--- src/rtl/uart_rx_fifo_mapper.sv ---
// UART receive FIFO exposed to the 6502 bus as a data register, a status register and a level interrupt.
// Optional idle-timeout flag is built only when UART_RX_TIMEOUT_EN is defined.
module uart_rx_fifo_mapper #(
  parameter int DATA_W         = 8,
  parameter int DEPTH          = 16,
  parameter int IRQ_LEVEL      = 1,
  parameter int TIMEOUT_CYCLES = 1000
) (
  input  logic              clk,
  input  logic              rst_n,
  input  logic [DATA_W-1:0] uart_byte,
  input  logic              uart_byte_ready,
  input  logic              reg_sel,
  input  logic              rd_strobe,
  input  logic              clear_interupt,
  output logic [DATA_W-1:0] data_bus,
  output logic              interupt
);

  localparam int PTR_W = $clog2(DEPTH);
  localparam int CNT_W = PTR_W + 1;

  if (DATA_W < 8) begin : g_bad_data_w
    $error("uart_rx_fifo_mapper: DATA_W must be >= 8");
  end
  if (DEPTH < 2 || (DEPTH & (DEPTH - 1)) != 0) begin : g_bad_depth
    $error("uart_rx_fifo_mapper: DEPTH must be a power of 2 and >= 2");
  end
  if (IRQ_LEVEL < 1 || IRQ_LEVEL > DEPTH) begin : g_bad_irq_level
    $error("uart_rx_fifo_mapper: IRQ_LEVEL must be in 1..DEPTH");
  end
  if (TIMEOUT_CYCLES < 1) begin : g_bad_timeout
    $error("uart_rx_fifo_mapper: TIMEOUT_CYCLES must be >= 1");
  end

  logic [DATA_W-1:0] mem_q [DEPTH];
  logic [PTR_W-1:0]  wr_ptr_q, wr_ptr_d;
  logic [PTR_W-1:0]  rd_ptr_q, rd_ptr_d;
  logic [CNT_W-1:0]  count_q, count_d;
  logic              overrun_q, overrun_d;

  logic empty, full, watermark;
  logic do_push, do_pop, overrun_set;
  logic timeout_flag;

  assign empty     = (count_q == '0);
  assign full      = (count_q == CNT_W'(DEPTH));
  assign watermark = (count_q >= CNT_W'(IRQ_LEVEL));

  // A push into a full FIFO is still accepted when the same cycle pops a slot free.
  assign do_pop      = rd_strobe & ~reg_sel & ~empty;
  assign do_push     = uart_byte_ready & (~full | do_pop);
  assign overrun_set = uart_byte_ready & full & ~do_pop;

  always_comb begin
    // NOTE: every combinational output gets a default first so no path leaves it unassigned (no latch).
    wr_ptr_d  = wr_ptr_q;
    rd_ptr_d  = rd_ptr_q;
    count_d   = count_q;
    overrun_d = overrun_q;
    if (do_push) wr_ptr_d = wr_ptr_q + PTR_W'(1);
    if (do_pop)  rd_ptr_d = rd_ptr_q + PTR_W'(1);
    case ({do_push, do_pop})
      2'b10:   count_d = count_q + CNT_W'(1);
      2'b01:   count_d = count_q - CNT_W'(1);
      default: count_d = count_q;
    endcase
    if (overrun_set)         overrun_d = 1'b1;
    else if (clear_interupt) overrun_d = 1'b0;
  end

  always_ff @(posedge clk or negedge rst_n) begin
    if (!rst_n) begin
      // NOTE: state registers use non-blocking assignments so all flops update together at the edge.
      wr_ptr_q  <= '0;
      rd_ptr_q  <= '0;
      count_q   <= '0;
      overrun_q <= 1'b0;
    end else begin
      wr_ptr_q  <= wr_ptr_d;
      rd_ptr_q  <= rd_ptr_d;
      count_q   <= count_d;
      overrun_q <= overrun_d;
    end
  end

  // NOTE: storage is deliberately left out of reset; count_q alone decides which entries are valid.
  always_ff @(posedge clk) begin
    if (do_push) mem_q[wr_ptr_q] <= uart_byte;
  end

`ifdef UART_RX_TIMEOUT_EN
  localparam int               IDLE_W   = $clog2(TIMEOUT_CYCLES + 1);
  localparam logic [IDLE_W-1:0] IDLE_MAX = IDLE_W'(TIMEOUT_CYCLES);

  logic [IDLE_W-1:0] idle_q, idle_d;
  logic              timeout_q, timeout_d;
  logic              idle_rst, timeout_set;

  assign idle_rst = do_push | do_pop | empty;
  // Fire only on the step into saturation so a CPU clear is not immediately undone.
  assign timeout_set = ~idle_rst & (idle_q == IDLE_MAX - IDLE_W'(1));

  always_comb begin
    idle_d    = idle_q;
    timeout_d = timeout_q;
    if (idle_rst)              idle_d = '0;
    else if (idle_q != IDLE_MAX) idle_d = idle_q + IDLE_W'(1);
    if (timeout_set)         timeout_d = 1'b1;
    else if (clear_interupt) timeout_d = 1'b0;
  end

  always_ff @(posedge clk or negedge rst_n) begin
    if (!rst_n) begin
      idle_q    <= '0;
      timeout_q <= 1'b0;
    end else begin
      idle_q    <= idle_d;
      timeout_q <= timeout_d;
    end
  end

  assign timeout_flag = timeout_q;
`else
  assign timeout_flag = 1'b0;
`endif

  logic [DATA_W-1:0] status_word;
  assign status_word = {{(DATA_W-5){1'b0}}, timeout_flag, overrun_q, watermark, full, ~empty};

  assign data_bus = reg_sel ? status_word : (empty ? '0 : mem_q[rd_ptr_q]);
  assign interupt = watermark | overrun_q | timeout_flag;

endmodule

--- config.mk ---
export PLATFORM = sky130hd
export DESIGN_NAME = uart_rx_fifo_mapper
export DESIGN_NICKNAME = d
export VERILOG_FILES = /design/src/rtl/uart_rx_fifo_mapper.sv
export SDC_FILE = /design/constraint.sdc
export NUM_CORES = 1
export LEC_CHECK = 0
export ABC_AREA = 0
export BUFFER_PORTS_ARGS = -buffer_cell sky130_fd_sc_hd__clkbuf_2
export CAP_MARGIN = 20
export CORE_MARGIN = 2
export CORE_UTILIZATION = 40
export DETAILED_ROUTE_END_ITERATION = 12
export PLACE_DENSITY_LB_ADDON = 0.05
export REMOVE_ABC_BUFFERS = 1
export SETUP_SLACK_MARGIN = 0.4
export SLEW_MARGIN = 40
export SYNTH_ARGS = -nofsm -noshare
export SYNTH_HDL_FRONTEND = slang
export SYNTH_SLANG_ARGS = --single-unit
export TNS_END_PERCENT = 30
--- constraint.sdc ---
create_clock -name clk -period 3.95 [get_ports clk]
set_clock_uncertainty 0.05 [all_clocks]
set_input_delay 0.5925 -clock clk [delete_from_list [all_inputs] [get_ports clk]]
set_output_delay 0.5925 -clock clk [all_outputs]
set_load 0.02 [all_outputs]
==> flow_summary.json, run 1 <==
{
  "yosysWarningCount": 0,
  "dieHeight_um": 126,
  "share_comb_of_total_power_pct": 26.2,
  "worst_path_largest_cell_delay_ns": 0.82,
  "ff2ff_path_depth": 6,
  "numPortBuffers": 22,
  "final_layout_size_suffix_gt1_share_pct": 26.6,
  "grt_first_pass_wirelength_um": 19400,
  "cts_made_buffers": 17,
  "place_congestion": 0.743,
  "first_global_vias": 3131,
  "num_vias": 2961,
  "syn_to_final_growth_pct": 15.3,
  "crit-reg2reg-launch": "count_q[0]",
  "syn_area_per_cell_um2": 18.5,
  "total_switching_power_uw": 1520,
  "worst-r2r-setup-slack_ns": 1.49,
  "crit_family": "multiplexers",
  "die-area_um2": 15900,
  "timing.critical_path.fanout_max": 12,
  "period_needed_ns": 3.23,
  "max_freq_mhz": 310,
  "synth.ff_latch_count": 142,
  "root_buffer_selected_by_cts": "clkbuf_16",
  "antenna-diode-count": 0,
  "coreArea_um2": 14500,
  "switching_share_pct": 30.1,
  "worst_slew_margin_pct": 50.8,
  "post_cts.repair.setup_buffers": 0,
  "timing.hold.worst.class": "input pin to asynchronous set/reset pin",
  "cap_viol_max_count": 0,
  "final-hold-violation-count": 0,
  "critical_path_arrival_ns": 2.58,
  "final_common_cell": "edfxtp_1",
  "n_fill_cell": 1254,
  "cp.required_ns": 3.31,
  "power.share.clock_pct": 32.3,
  "final_critical_path_setup_slack_ns": 0.724,
  "max_slew.worst_pin.slew_ns": 0.738,
  "grt_max_degree": 19,
  "tns_ns": 0,
  "number_of_antenna_violations_at_the_first_check_in_global_routing": 0,
  "cellPowerDensity_nw_per_um2": 736,
  "timing.rr.end": "mem_q[0][3]",
  "status": "finished, final reports clean",
  "postSynth.topFlopCell": "edfxtp_1",
  "route.antenna.remaining_nets": 0,
  "drt-total-wl_um": 12500,
  "detailedRoute.firstPassIterationCount": 4,
  "cts.path.max_buffers": 2,
  "ir_drop_mv": 0.420,
  "timing.final.crit_share_pct": 81.7,
  "crit_type": "flip-flop to primary output",
  "ys_types": 47,
  "clock-sinks": 142,
  "slowest_stage": "dfrtp_1",
  "most-common-layout-cells": "128 x edfxtp_1, 31 x mux4_2, 22 x clkbuf_2, 17 x clkbuf_16, 14 x mux2i_1",
  "p_leak_uw": 0.00236,
  "post_drt_via_cell_ratio": 5.40,
  "initialDrtViolationCount": 388,
  "synth.cell_area_um2": 5960,
  "final-setup-viol-count": 0,
  "hpwl_after_detailed_placement_um": 8030,
  "critical_path.n_buffers_inverters": 1,
  "cts_resized": 0,
  "global_route.usage.total_pct": 17.0,
  "critical_path.startpoint_type": "flip-flop",
  "internal-power_uw": 3530,
  "die_w_um": 126,
  "drc": 0,
  "rsz0062_at_grt": "no",
  "nets": 376,
  "synth_async_sr_flop_share_pct": 9.86,
  "minimum_setup_slack_after_placement_ns": 1.12,
  "cts_hold_repair.buffers": 0,
  "core.rowCount": 44,
  "critical_path.cell_chain": "mux4_2 > mux2i_1 > a2bb2oi_1 > o21ai_1 > clkbuf_2",
  "top_level_ports": 23,
  "grt.overflow.total": 0,
  "worst_setup_hold_path_clk_slew_ns": 0.06,
  "htree_levels": 4,
  "seq_power_share_pct": 41.5,
  "detail_route.wl_per_cell_um": 22.9,
  "postSynthCellCount": 322,
  "worstSkewPairLatency_ns": 0.43,
  "count_of_flip_flops_with_a_built_in_enable_after_synthesis": 128,
  "synth_sequential_area_ratio_pct": 70.4,
  "maxSlewViolCount": 0,
  "cts_tree": "built",
  "initial_core_util_pct": 41.0,
  "crit_path_end_kind": "primary output"
}
## cell families (layout without fill, tap and decap cells)
kind of cell / Yosys count / after routing / synth area share [%]
multiplexers: 46 / 46 / 14.3
buffers and inverters: 27 / 69 / 2.35
AND/OR/NAND/NOR: 63 / 63 / 6.53
XOR/XNOR: 8 / 8 / 1.18
AO/OA/AOI/OAI: 27 / 27 / 3.42
adder cells (fa/ha/maj): 9 / 9 / 1.89
flip-flops: 142 / 142 / 70.4
## routing by layer
layer | GRT usage (%) | wire, um
met1 | 24.4 | 5790
met2 | 24.9 | 6010
met5 | 0 | 0
met4 | 6.72 | 104
met3 | 4.50 | 627
## synth_stat cells (2+ instances only)
cell | n | area share, %
nor2b_1 | 3 | 0.31
or3_1 | 4 | 0.42
nand2_1 | 6 | 0.38
a21oi_1 | 3 | 0.25
and3_1 | 2 | 0.21
nand3b_1 | 2 | 0.25
inv_1 | 10 | 0.63
and2_1 | 13 | 1.4
o211ai_1 | 3 | 0.38
nand4_1 | 3 | 0.31
o21ai_1 | 3 | 0.25
buf_2 | 7 | 0.59
clkbuf_1 | 3 | 0.19
mux4_2 | 31 | 12
dfrtp_1 | 14 | 5.9
buf_4 | 6 | 0.76
nand3_1 | 10 | 0.84
a2bb2oi_1 | 2 | 0.29
xor2_1 | 3 | 0.44
o22ai_1 | 5 | 0.52
ha_1 | 9 | 1.9
edfxtp_1 | 128 | 64
mux2i_1 | 14 | 2.4
o21ai_0 | 2 | 0.17
o211a_1 | 2 | 0.34
xnor2_1 | 5 | 0.73
nor2_1 | 9 | 0.57
## worst max path at each step
stage	slack, ns	depth (start not counted)	endpoint	start
6_report	0.72	5	data_bus[2]	rd_ptr_q[1]
5_1_grt	0.56	5	data_bus[2]	rd_ptr_q[1]
4_1_cts	0.67	5	data_bus[2]	rd_ptr_q[1]
3_5_place_dp	1.12	5	data_bus[2]	rd_ptr_q[1]
3_3_place_gp	1.15	5	mem_q[6][7]	reg_sel
2_1_floorplan	1.11	3	data_bus[3]	rd_ptr_q[0]
## per-stage QoR
stage	power, uW	cells	hold slack [ns]	instance area (um^2)	util, %
after floorplan	2990	305	0.247	5860	-
after global placement	3480	518	0.506	6260	43.1
after detailed placement	3490	518	0.499	6270	43.1
after CTS	5130	548	0.0502	6870	47.2
after global routing	5320	548	0.0664	6870	47.3
final	5060	548	0.0369	6870	47.3
## state kept, by name, summed over array words and instances, names as in the netlist
signal and flops:
overrun_q 1, rd_ptr_q 4, wr_ptr_q 4, mem_q 128, count_q 5
## layout make-up
type	instances	area, um^2	share of cell area, %
flip-flops and latches	142	4200	61.1
multi-input cells	153	1630	23.7
clock buffers	18	429	6.25
well taps	184	230	3.35
repair buffers	29	175	2.55
clock inverters	12	171	2.49
inverters	10	37.5	0.546
## power by group through the flow
stage | combinational [uW] | sequential [uW] | clock [uW]
2_1_floorplan | 867 | 2120 | 0
3_3_place_gp | 1350 | 2130 | 0
3_5_place_dp | 1360 | 2130 | 0
4_1_cts | 1360 | 2100 | 1670
5_1_grt | 1450 | 2140 | 1730
6_report | 1330 | 2100 | 1630
No activity file was read; power rests on OpenSTA's default activity.
==> inputs of run 2 (changes only) <==
- ABC_AREA: 0 -> 1
- clock period: 3.95 -> 2.9 ns (I/O delays scaled with it)
==> flow_summary.json, run 2 <==
{
  "status": "finished, final reports clean",
  "clock-sinks": 142,
  "seq_power_share_pct": 33.2,
  "final_layout_size_suffix_gt1_share_pct": 18.4,
  "die-area_um2": 16800,
  "crit_path_end_kind": "primary output",
  "total_switching_power_uw": 2950,
  "post-synth-top-count-cell": "nand2_1",
  "yosys-top-cells-area": "edfxtp_1 61%, nand2_1 8.3%, dfrtp_1 5.5%",
  "hold_start": "clear_interupt",
  "cp.required_ns": 2.41,
  "internal-power_uw": 5080,
  "detailedRoute.firstPassIterationCount": 5,
  "detail_route.wl_per_cell_um": 19.7,
  "hold_depth": 2,
  "worst-r2r-setup-slack_ns": 0.62,
  "ff2ff_path_depth": 7,
  "cellPowerDensity_nw_per_um2": 1060,
  "dieHeight_um": 130,
  "postSynth.topFlopCell": "edfxtp_1",
  "footprint_of_the_flip_flops_and_latches_um2": 4200,
  "final-hold-violation-count": 0,
  "cap_viol_max_count": 0,
  "grt_max_degree": 25,
  "synth_top_cell_by_area": "edfxtp_1",
  "final-setup-viol-count": 0,
  "share_comb_of_total_power_pct": 38.9,
  "crit_top_cell": "nand2_1",
  "synth.cell_area_um2": 6320,
  "core.rowCount": 45,
  "hpwl_after_detailed_placement_um": 9760,
  "most-common-layout-cells": "139 x nand2_1, 128 x edfxtp_1, 81 x nor2_1, 48 x nand3_1, 30 x o21ai_0",
  "critical_path.startpoint_type": "flip-flop",
  "regMostFlops": "mem_q",
  "postPlaceCellArea_um2": 6680,
  "num_vias": 4235,
  "synth.ff_latch_count": 142,
  "antenna-diode-count": 0,
  "max_freq_mhz": 388,
  "netlist_top_cells_count": "140 x nand2_1, 128 x edfxtp_1, 87 x nor2_1",
  "finalInstanceArea_um2": 7600,
  "route.antenna.remaining_nets": 0,
  "worstSkewPairLatency_ns": 0.42,
  "place_congestion": 0.777,
  "post_drt_via_cell_ratio": 5.04,
  "postSynthCellCount": 570,
  "initial_core_util_pct": 41.3,
  "number_of_antenna_violations_at_the_first_check_in_global_routing": 0,
  "cts_tree": "built",
  "area_share_of_the_largest_cell_type_after_synthesis_pct": 60.8,
  "coreArea_um2": 15300,
  "max_slew.worst_pin.slew_ns": 0.723,
  "htree_levels": 4,
  "numPortBuffers": 22,
  "rsz0062_at_grt": "yes",
  "timing.final.crit_share_pct": 88.9,
  "period_needed_ns": 2.58,
  "cts_made_buffers": 17,
  "root_buffer_selected_by_cts": "clkbuf_16",
  "largest_reg_flops": 128,
  "yosysWarningCount": 0,
  "critical_path.cell_chain": "buf_12 > buf_12 > clkbuf_16 > nand2_1 > o211ai_1 > nand3_1 > nand2_1 > nand2_1 > nand2_1 > nor2_2 > buf_4",
  "min_to": "overrun_q",
  "nets": 640,
  "worst_path_largest_cell_delay_ns": 0.45,
  "tns_ns": 0,
  "grt.overflow.total": 0,
  "syn_area_per_cell_um2": 11.1,
  "die_w_um": 130,
  "power.share.clock_pct": 27.9,
  "worst_slew_margin_pct": 51.6,
  "count_of_flip_flops_with_a_built_in_enable_after_synthesis": 128,
  "timing.hold.worst.class": "input pin to flip-flop",
  "slowest_stage": "dfrtp_2",
  "critical_path_arrival_ns": 2.09,
  "maxSlewViolCount": 0,
  "ir_drop_mv": 0.464,
  "switching_share_pct": 36.7,
  "timing.rr.end": "mem_q[4][3]",
  "first_global_vias": 4090,
  "ys_types": 35,
  "drt-total-wl_um": 16600,
  "n_fill_cell": 1433,
  "drc": 0,
  "timing.critical_path.fanout_max": 9,
  "crit_type": "flip-flop to primary output",
  "global_route.usage.total_pct": 20.9,
  "worst_setup_hold_path_clk_slew_ns": 0.06,
  "syn_to_final_growth_pct": 20.3,
  "initialDrtViolationCount": 451,
  "grt_first_pass_wirelength_um": 25100,
  "layout_top_registers": "mem_q: 128 flops, count_q: 5 flops",
  "synth_sequential_area_ratio_pct": 66.4,
  "crit-reg2reg-launch": "count_q[1]",
  "synth_async_sr_flop_share_pct": 9.86,
  "p_leak_uw": 0.00295,
  "cts.path.max_buffers": 2,
  "top_level_ports": 23,
  "final_common_cell": "nand2_1",
  "area_occupied_by_multi_input_gates_um2": 1860
}
-- run 2: kinds of logic after synthesis --
group / after synthesis / synth area share [%]
and+or+nand+nor: 295 / 20.7
DFF: 142 / 66.4
buffers and inverters: 59 / 4.75
AOI/OAI and AO/OA: 53 / 4.63
xor gates and xnor gates: 12 / 1.78
adders and majority gates: 9 / 1.78
-- run 2: final cells by class --
| type | instances | area share, % |
|---|---|---|
| clock buffers | 18 | 5.65 |
| repair buffers | 53 | 6.83 |
| clock inverters | 14 | 2.29 |
| flip-flops and latches | 142 | 55.2 |
| multi-input cells | 369 | 24.5 |
| inverters | 33 | 1.84 |
| well taps | 211 | 3.47 |
| repair inverters | 1 | 0.214 |
-- run 2: per-stage QoR --
step	power (uW)	util (%)	hold slack (ns)	cells	worst slack [ns]
global route	8480	49.6	0.145	841	0.222
global placement	5250	43.6	0.344	796	0.499
finish	8030	49.6	0.148	841	0.320
floorplan	4350	-	0.0894	544	0.00209
CTS	7840	48.8	0.134	837	0.331
detailed placement	5250	43.6	0.348	796	0.477
-- run 2: routing by layer --
metal | global-route usage, % | vias to the layer above | share of wire [%]
met2 | 30.6 | 134 | 45
met4 | 8.92 | 0 | 2.7
met1 | 30.3 | 2044 | 47
met3 | 4.25 | 31 | 5.2
met5 | 0 | - | 0
li1 | - | 2026 | -
-- run 2: power groups by stage --
stage	Sequential, uW	Clock, uW	Combinational, uW
3_3_place_gp	2700	0	2560
4_1_cts	2680	2270	2900
3_5_place_dp	2700	0	2550
6_report	2660	2240	3130
5_1_grt	2690	2360	3430
2_1_floorplan	2790	0	1550
-- run 2: worst max-delay path: cells and delay by family, from the launching register on --
kind / cells / cell delay [ns]
AOI/OAI and AO/OA: 1 / 0.09
and+or+nand+nor: 6 / 0.53
DFF: 1 / 0.45
buffers and inverters: 4 / 0.60
-- run 2: repair_timing --
| action | in CTS | in global routing |
|---|---|---|
| setup buffers | 4 | 3 |
| pin swaps | 4 | 9 |
| endpoints found under the setup margin | 8 | 8 |
| cloned | 4 | 1 |
| gates resized for setup | 16 | 29 |
| hold buffers | 1 | 0 |
| hold endpoints to repair | 14 | 0 |
-- run 2: worst max-delay path by stage --
stage / startpoint / end / slack, ns / depth (start not counted)
4_1_cts: rd_ptr_q[0] / data_bus[2] / 0.33 / 10
3_3_place_gp: count_q[0] / mem_q[4][0] / 0.50 / 7
5_1_grt: rd_ptr_q[0] / data_bus[3] / 0.22 / 12
2_1_floorplan: rd_ptr_q[0] / data_bus[1] / 0.002 / 8
6_report: rd_ptr_q[0] / data_bus[6] / 0.32 / 11
3_5_place_dp: count_q[0] / mem_q[4][3] / 0.48 / 7
